$ cat config.mk
export PLATFORM = sky130hd
export DESIGN_NAME = key_input
export DESIGN_NICKNAME = d
export VERILOG_FILES = /design/src/rtl/matrix_calc_pkg.sv /design/src/rtl/key_channel.sv /design/src/rtl/key_input.sv
export SDC_FILE = /design/constraint.sdc
export NUM_CORES = 1
export LEC_CHECK = 0
export CORE_MARGIN = 1.5
export CORE_UTILIZATION = 50
export CTS_CLUSTER_SIZE = 24
export DETAILED_ROUTE_END_ITERATION = 16
export GPL_TIMING_DRIVEN = 0
export HOLD_SLACK_MARGIN = 0.08
export PLACE_DENSITY = 0.66
export SLEW_MARGIN = 5
export SYNTH_ARGS = -nofsm -noshare
export SYNTH_HDL_FRONTEND = slang
export SYNTH_SLANG_ARGS = --single-unit
$ cat constraint.sdc
create_clock -name clk -period 8.9 [get_ports clk]
set_clock_uncertainty 0.15 [all_clocks]
set_input_delay 2.67 -clock clk [delete_from_list [all_inputs] [get_ports clk]]
set_output_delay 2.67 -clock clk [all_outputs]
set_load 0.01 [all_outputs]
$ cat src/rtl/matrix_calc_pkg.sv
// Shared constants and key state encoding for the push-button front end.
package matrix_calc_pkg;

  localparam int unsigned CLK_FREQ         = 50_000_000;
  localparam int unsigned DEBOUNCE_CYC_DEF = 1_000_000;   // 20 ms
  localparam int unsigned LONG_CYC_DEF     = 50_000_000;  // 1 s
  localparam int unsigned REPEAT_CYC_DEF   = 10_000_000;  // 200 ms

  localparam int unsigned CNT_W     = 26;
  localparam int unsigned CNT_LIMIT = 2 ** CNT_W;

  typedef logic [CNT_W-1:0] cnt_t;

  typedef enum logic [1:0] {
    KeyIdle = 2'd0,
    KeyHeld = 2'd1,
    KeyLong = 2'd2
  } key_state_e;

endpackage

$ cat src/rtl/key_channel.sv
// One push-button: 2-flop synchronizer, debounce counter and short/long/repeat FSM.
// Auto-repeat exists only when KEY_REPEAT_EN is defined.
module key_channel
  import matrix_calc_pkg::*;
#(
  parameter int unsigned DEBOUNCE_CYC = DEBOUNCE_CYC_DEF,
  parameter int unsigned LONG_CYC     = LONG_CYC_DEF,
  parameter int unsigned REPEAT_CYC   = REPEAT_CYC_DEF
) (
  input  logic clk,
  input  logic rst,
  input  logic raw,
  output logic level,
  output logic level_nxt,
  output logic short_p,
  output logic long_p,
  output logic rpt_p
);

  if (DEBOUNCE_CYC < 1 || LONG_CYC < 1 || REPEAT_CYC < 1 ||
      DEBOUNCE_CYC > CNT_LIMIT || LONG_CYC > CNT_LIMIT || REPEAT_CYC > CNT_LIMIT)
  begin : g_param_chk
    $fatal(1, "key_channel: cycle parameters must lie in 1..2**26");
  end

  logic [1:0] sync_q;
  logic       level_q, level_d;
  cnt_t       db_cnt_q, db_cnt_d;
  key_state_e state_q, state_d;
  cnt_t       hold_q, hold_d;
  logic       short_q, short_d;
  logic       long_q, long_d;

  // Counter only runs while the synchronized input disagrees with the level.
  always_comb begin
    db_cnt_d = '0;
    level_d  = level_q;
    if (sync_q[1] != level_q) begin
      if (db_cnt_q == cnt_t'(DEBOUNCE_CYC - 1)) begin
        level_d = ~level_q;
      end else begin
        db_cnt_d = db_cnt_q + 1'b1;
      end
    end
  end

  always_comb begin
    state_d = state_q;
    hold_d  = hold_q;
    short_d = 1'b0;
    long_d  = 1'b0;
    unique case (state_q)
      KeyIdle: begin
        if (level_q) begin
          state_d = KeyHeld;
          hold_d  = '0;
        end
      end
      KeyHeld: begin
        if (!level_q) begin
          state_d = KeyIdle;
          short_d = 1'b1;
        end else begin
          hold_d = hold_q + 1'b1;
          if (hold_d >= cnt_t'(LONG_CYC - 1)) begin
            state_d = KeyLong;
            long_d  = 1'b1;
          end
        end
      end
      KeyLong: begin
        if (!level_q) begin
          state_d = KeyIdle;
        end
      end
      default: state_d = KeyIdle;
    endcase
  end

  always_ff @(posedge clk or posedge rst) begin
    if (rst) begin
      sync_q   <= '0;
      level_q  <= 1'b0;
      db_cnt_q <= '0;
      state_q  <= KeyIdle;
      hold_q   <= '0;
      short_q  <= 1'b0;
      long_q   <= 1'b0;
    end else begin
      sync_q   <= {sync_q[0], raw};
      level_q  <= level_d;
      db_cnt_q <= db_cnt_d;
      state_q  <= state_d;
      hold_q   <= hold_d;
      short_q  <= short_d;
      long_q   <= long_d;
    end
  end

`ifdef KEY_REPEAT_EN
  cnt_t rpt_cnt_q, rpt_cnt_d;
  logic rpt_q, rpt_d;

  // Held at zero outside LONG, so it starts from 0 on LONG entry.
  always_comb begin
    rpt_cnt_d = '0;
    rpt_d     = 1'b0;
    if (state_q == KeyLong && level_q) begin
      if (rpt_cnt_q == cnt_t'(REPEAT_CYC - 1)) begin
        rpt_d = 1'b1;
      end else begin
        rpt_cnt_d = rpt_cnt_q + 1'b1;
      end
    end
  end

  always_ff @(posedge clk or posedge rst) begin
    if (rst) begin
      rpt_cnt_q <= '0;
      rpt_q     <= 1'b0;
    end else begin
      rpt_cnt_q <= rpt_cnt_d;
      rpt_q     <= rpt_d;
    end
  end

  assign rpt_p = rpt_q;
`else
  assign rpt_p = 1'b0;
`endif

  assign level     = level_q;
  assign level_nxt = level_d;
  assign short_p   = short_q;
  assign long_p    = long_q;

endmodule

$ cat src/rtl/key_input.sv
// N_KEYS independent debounced push-buttons with short/long/repeat pulses.
// Define KEY_REPEAT_EN to enable the auto-repeat pulse on key_rpt.
module key_input
  import matrix_calc_pkg::*;
#(
  parameter int unsigned N_KEYS       = 3,
  parameter int unsigned DEBOUNCE_CYC = DEBOUNCE_CYC_DEF,
  parameter int unsigned LONG_CYC     = LONG_CYC_DEF,
  parameter int unsigned REPEAT_CYC   = REPEAT_CYC_DEF
) (
  input  logic              clk,
  input  logic              rst,
  input  logic [N_KEYS-1:0] key_raw,
  output logic [N_KEYS-1:0] key_level,
  output logic [N_KEYS-1:0] key_short,
  output logic [N_KEYS-1:0] key_long,
  output logic [N_KEYS-1:0] key_rpt,
  output logic              key_any
);

  logic [N_KEYS-1:0] level_nxt;
  logic              any_q;

  for (genvar i = 0; i < N_KEYS; i++) begin : g_key
    key_channel #(
      .DEBOUNCE_CYC(DEBOUNCE_CYC),
      .LONG_CYC    (LONG_CYC),
      .REPEAT_CYC  (REPEAT_CYC)
    ) u_channel (
      .clk      (clk),
      .rst      (rst),
      .raw      (key_raw[i]),
      .level    (key_level[i]),
      .level_nxt(level_nxt[i]),
      .short_p  (key_short[i]),
      .long_p   (key_long[i]),
      .rpt_p    (key_rpt[i])
    );
  end

  // Registered from the next-state levels so key_any tracks key_level cycle for cycle.
  always_ff @(posedge clk or posedge rst) begin
    if (rst) begin
      any_q <= 1'b0;
    end else begin
      any_q <= |level_nxt;
    end
  end

  assign key_any = any_q;

endmodule

# Word level (Yosys, flattened, before mapping)
# Cells that the tools add are included.
# W data, S select, Z words.
[word_totals] ff_bits=178
[op_classes] add_sub_neg=6 order_cmp=3 n_eq_ne=24 n_mux=51 bitwise_logic=3 reduce_logical=13
[op_table] op="$mux W26" n=12
[op_table] op="$add A26 B1 Y26 const B" n=6
[op_table] op="$pmux W26 S2" n=3
[op_table] op="$eq A26 B20 Y1 const B" n=3
[op_table] op="$ge A26 B26 Y1 const B" n=3
[op_table] op="$mux W2" n=12
[op_table] op="$mux W1" n=21
[op_table] op="$pmux W2 S3" n=3
[op_table] op="$reduce_and A3 Y1" n=6
[op_table] op="$ne A2 B1 Y1 const B" n=6
[op_table] op="$ne A3 B3 Y1 const B" n=3
[op_table] op="$eq A2 B1 Y1 const B" n=3
[op_table] op="$eq A2 B2 Y1 const B" n=3
[op_table] op="$logic_not A2 Y1" n=3
[op_table] op="$ne A2 B2 Y1 const B" n=3
[op_table] op="$reduce_bool A2 Y1" n=3
[op_table] op="$ne A1 B1 Y1" n=3
[op_table] op="$not A1 Y1" n=3
[op_table] op="$reduce_or A3 Y1" n=1

# Logic depth before layout (Yosys ltp)
[depth] word_depth=5 mapped_depth=9 depth_no_buf=9

# Modules after synthesis
# A second synthesis with hierarchy kept.
[unflattened] hier_cells=1167 hier_area_um2=10353.7
[by_module_without_submodules] mod="key_channel at g_key[0].u_channel ..." n_inst=2 cells_per_inst=393 area_per_inst_um2=3483.3 seq_area_each_um2=1476.4
[by_module_without_submodules] mod="key_channel at g_key[1].u_channel" n_inst=1 cells_per_inst=378 area_per_inst_um2=3352.0 seq_area_each_um2=1476.4
[by_module_without_submodules] mod="key_input" n_inst=1 cells_per_inst=3 area_per_inst_um2=35.0 seq_area_each_um2=25.0

# Worst setup path before layout
# Ideal clock, no wire load.
[synth_path] path_kind="flip-flop to output port" start="register g_key[0].u_channel.level_q" end="output port key_level[0]" arrival_time_ns=0.566 t_required_ns=6.080 setup_slack_ns=5.514 stages_incl_launch_ff=2 n_path_buf=1 cell_sequence="dfrtp_1 > buf_4"
[synth_lines] item="from (decl)" line="key_channel.sv:27" source="logic level_q, level_d;"
[synth_lines] item="from (signal assigned)" line="key_channel.sv:91" source="level_q <= level_d;"
[synth_lines] item="to (decl)" line="key_input.sv:14" source="output logic [N_KEYS-1:0] key_level,"
# No word-level cell between the ends.

# Final worst setup path
[layout_path] start="register g_key[0].u_channel.level_q" end="output port key_level[0]"
# No word-level cell between the ends.

==> flow_summary.toml <==
[synth]
netlist_top_cells_area = "dfrtp_1 (43%), nand2_1 (5.2%), nor2_1 (5.0%)"
synth-edff-count = 0
seq_area_frac_synth_pct = 43.17
synth_cell_types = 73
synth_warnings = 0
yosys.area.top_type = "dfrtp_1"
synth-seq-cells = 178
synth_cells = 1191
synthArstFlopShare_pct = 100.0
netlist_area_mm2 = 0.01032
syn_avg_cell_area_um2 = 8.664
synth.top_cell.area_share_pct = 43.17
ys.flop_type = "dfrtp_1"

[global_routing]
grt-ovfl-total = 0
grt_max_degree = 122
antenna_found_initial = 0
grt_pass1_wl_um = 38900
grt_use_total_pct = 22.07
grt_pass1_vias = 7874

[sta]
setup_viol = 0
slew_headroom_pct = 54.11
hold_viol_final = 0
rsz0062_at_grt = "false"
period_needed_ps = 4457
hold_ws_ps = 200.5
post-route-period-util_pct = 50.08
drv_slew = 0
clock.fmax_ghz = 0.2244
worst_slew_pin_slew_ps = 683.0

[placed_design]
portBuffers = 14
place_hpwl_um = 15080
gp_congestion = 0.8868
placed_cells_incl_taps = 1478

[clock_tree]
clock_sinks = 178
cts_setup_buffers = 0
hold_buffers = 0
cts_tree = "yes"
insertion_delay_ps = 430
cts_root_buf = "clkbuf_16"
cts.clk_slew.worst_paths_ps = 70
cts.repair.resized = 0
htree_levels = 4
cts_made_buffers = 17
cts_buffer_depth = 2

[drt]
drtAntennaViolNets = 0
avgRoutedWirePerCell_um = 14.78
vias = 8414
met2_length_um = 9823
highest_layer = "met4"
first_iter_violations = 593
via_per_inst = 5.572
drtPass1Iterations = 5
met1_length_um = 11410
drt-total-wl_um = 22320
drc_errors = 0
wl_met3_um = 806

[critical_path]
end_kind = "output pin"
worst_ep_arrival_time_ps = 1640
slowest_stage = "dfrtp_1"
path_cells = "buf_4 > clkdlybuf4s50_1"
worstSetupStartpointType = "register"
crit_required_ps = 6080
cp_max_fo = 7
cpPeakStageDelay_ps = 520
critical_path_class = "reg2out"

[run_status]
status = "completed"

[power_and_ir_drop]
p_switching_uw = 390.3
leakagePower_nw = 4.725
power_frac_seq_pct = 50.6
p_comb_share_pct = 2.1
power_density_mw_per_mm2 = 141.1
p_clk_share_pct = 47.3
vdd_drop_max_v = 0.0001220
internal_power_mw = 1.223
p_sw_share_pct = 24.19

[floorplanning]
start_util_pct = 51.00
ios = 18
die_w_um = 146.7
placementRows = 52
die_h_um = 146.7
coreArea_mm2 = 0.02023
dieArea_mm2 = 0.02151

[final_layout]
antenna_cells = 0
post-route-util_pct = 56.53
layout.cells.non_filler = 1510
n_fill_cell = 1863
drive_above_1_share_pct = 7.661
final_cell_mix = "dfrtp_1 (178), nand2_1 (143), nor2_1 (138)"
area_growth_pct = 10.85
final_common_cell = "dfrtp_1"
nets = 1241

[hold_path]
hold_path.class = "reg2reg"

[run]
max_cap_viol_count = 0
==> final timing paths <==
| path | depth (start not counted) | endpoint | start | slack, ps |
|---|---|---|---|---|
| setup / recovery | 2 | key_level[0] | g_key[0].u_channel.level | 4440 |
| hold / removal | 0 | g_key[2].u_channel.sync_q[1] | g_key[2].u_channel.sync_q[0] | 200 |
| setup reg to reg | 8 | g_key[0].u_channel.state_q[1] | g_key[0].u_channel.hold_q[0] | 5770 |
| hold reg to reg | 0 | g_key[2].u_channel.sync_q[1] | g_key[2].u_channel.sync_q[0] | 200 |
| max in group asynchronous | 3 | g_key[1].u_channel.hold_q[20] | rst | 5170 |
| min in group asynchronous | 2 | g_key[0].u_channel.hold_q[11] | rst | 2510 |
==> state kept, by name, indices dropped and copies added, names as in the netlist <==
register,count
g_key.u_channel.db_cnt_q,78
g_key.u_channel.hold_q,78
g_key.u_channel.level,3
g_key.u_channel.long_p,3
g_key.u_channel.short_p,3
g_key.u_channel.state_q,6
g_key.u_channel.sync_q,6
key_any,1
==> routing by layer <==
layer	vias up	global-route usage, %
li1	4276	-
met1	3947	33.04
met5	-	0
met3	22	3.906
met4	0	5.606
met2	169	32.97
==> cell families (layout without fill, tap and decap cells) <==
kind of cell / count (synthesis) / count (layout) / share of synthesized area (%)
AOI/OAI and AO/OA: 208 / 208 / 12.39
xor gates and xnor gates: 88 / 88 / 7.469
adders and majority gates: 10 / 10 / 1.188
buffers and inverters: 108 / 155 / 4.874
DFF: 178 / 178 / 43.17
muxes: 28 / 28 / 2.777
other: 1 / 3 / 0.03634
and+or+nand+nor: 570 / 570 / 28.10
==> final cells by class <==
| type | instances | area, µm² | area share (%) |
|---|---|---|---|
| inverters | 32 | 127.6 | 1.116 |
| clock buffers | 18 | 429.2 | 3.752 |
| plain buffers | 76 | 382.9 | 3.347 |
| multi-input cells | 907 | 5369 | 46.94 |
| clock inverters | 14 | 170.2 | 1.488 |
| repair buffers | 15 | 167.7 | 1.466 |
| flip-flops and latches | 178 | 4454 | 38.94 |
| well taps | 270 | 337.8 | 2.953 |
==> synthesized netlist by cell type (32+ instances only) <==
cell type,n
nand2_1,143
clkbuf_1,34
nand4_1,47
dfrtp_1,178
a21oi_1,47
nor3_1,55
nand3_1,58
xor2_1,52
xnor2_1,36
nor2_1,138
o21ai_0,81
inv_1,32
==> critical path: cells and delay by family, from the launching register on <==
kind / cells / cell delay [ps]
buf+inv: 2 / 690
flops: 1 / 520
==> stage by stage <==
stage,TNS [ps],setup slack (ps),cell area (µm²),power (mW)
final,0,4443,11440,1.614
after global routing,0,4401,11440,1.678
after CTS,0,4431,11440,1.639
after detailed placement,0,4654,10840,0.8688
after global placement,-221960,-1263,10800,0.8666
after floorplan,0,1250,10330,0.8560
==> power groups by stage <==
stage,Sequential [mW],Clock [mW],Combinational [mW]
after CTS,0.817,0.786,0.0362
after global routing,0.817,0.820,0.0409
after floorplan,0.832,0,0.0239
final,0.817,0.763,0.0339
after detailed placement,0.833,0,0.0359
after global placement,0.833,0,0.0335
(Power assumes the default switching activity.)
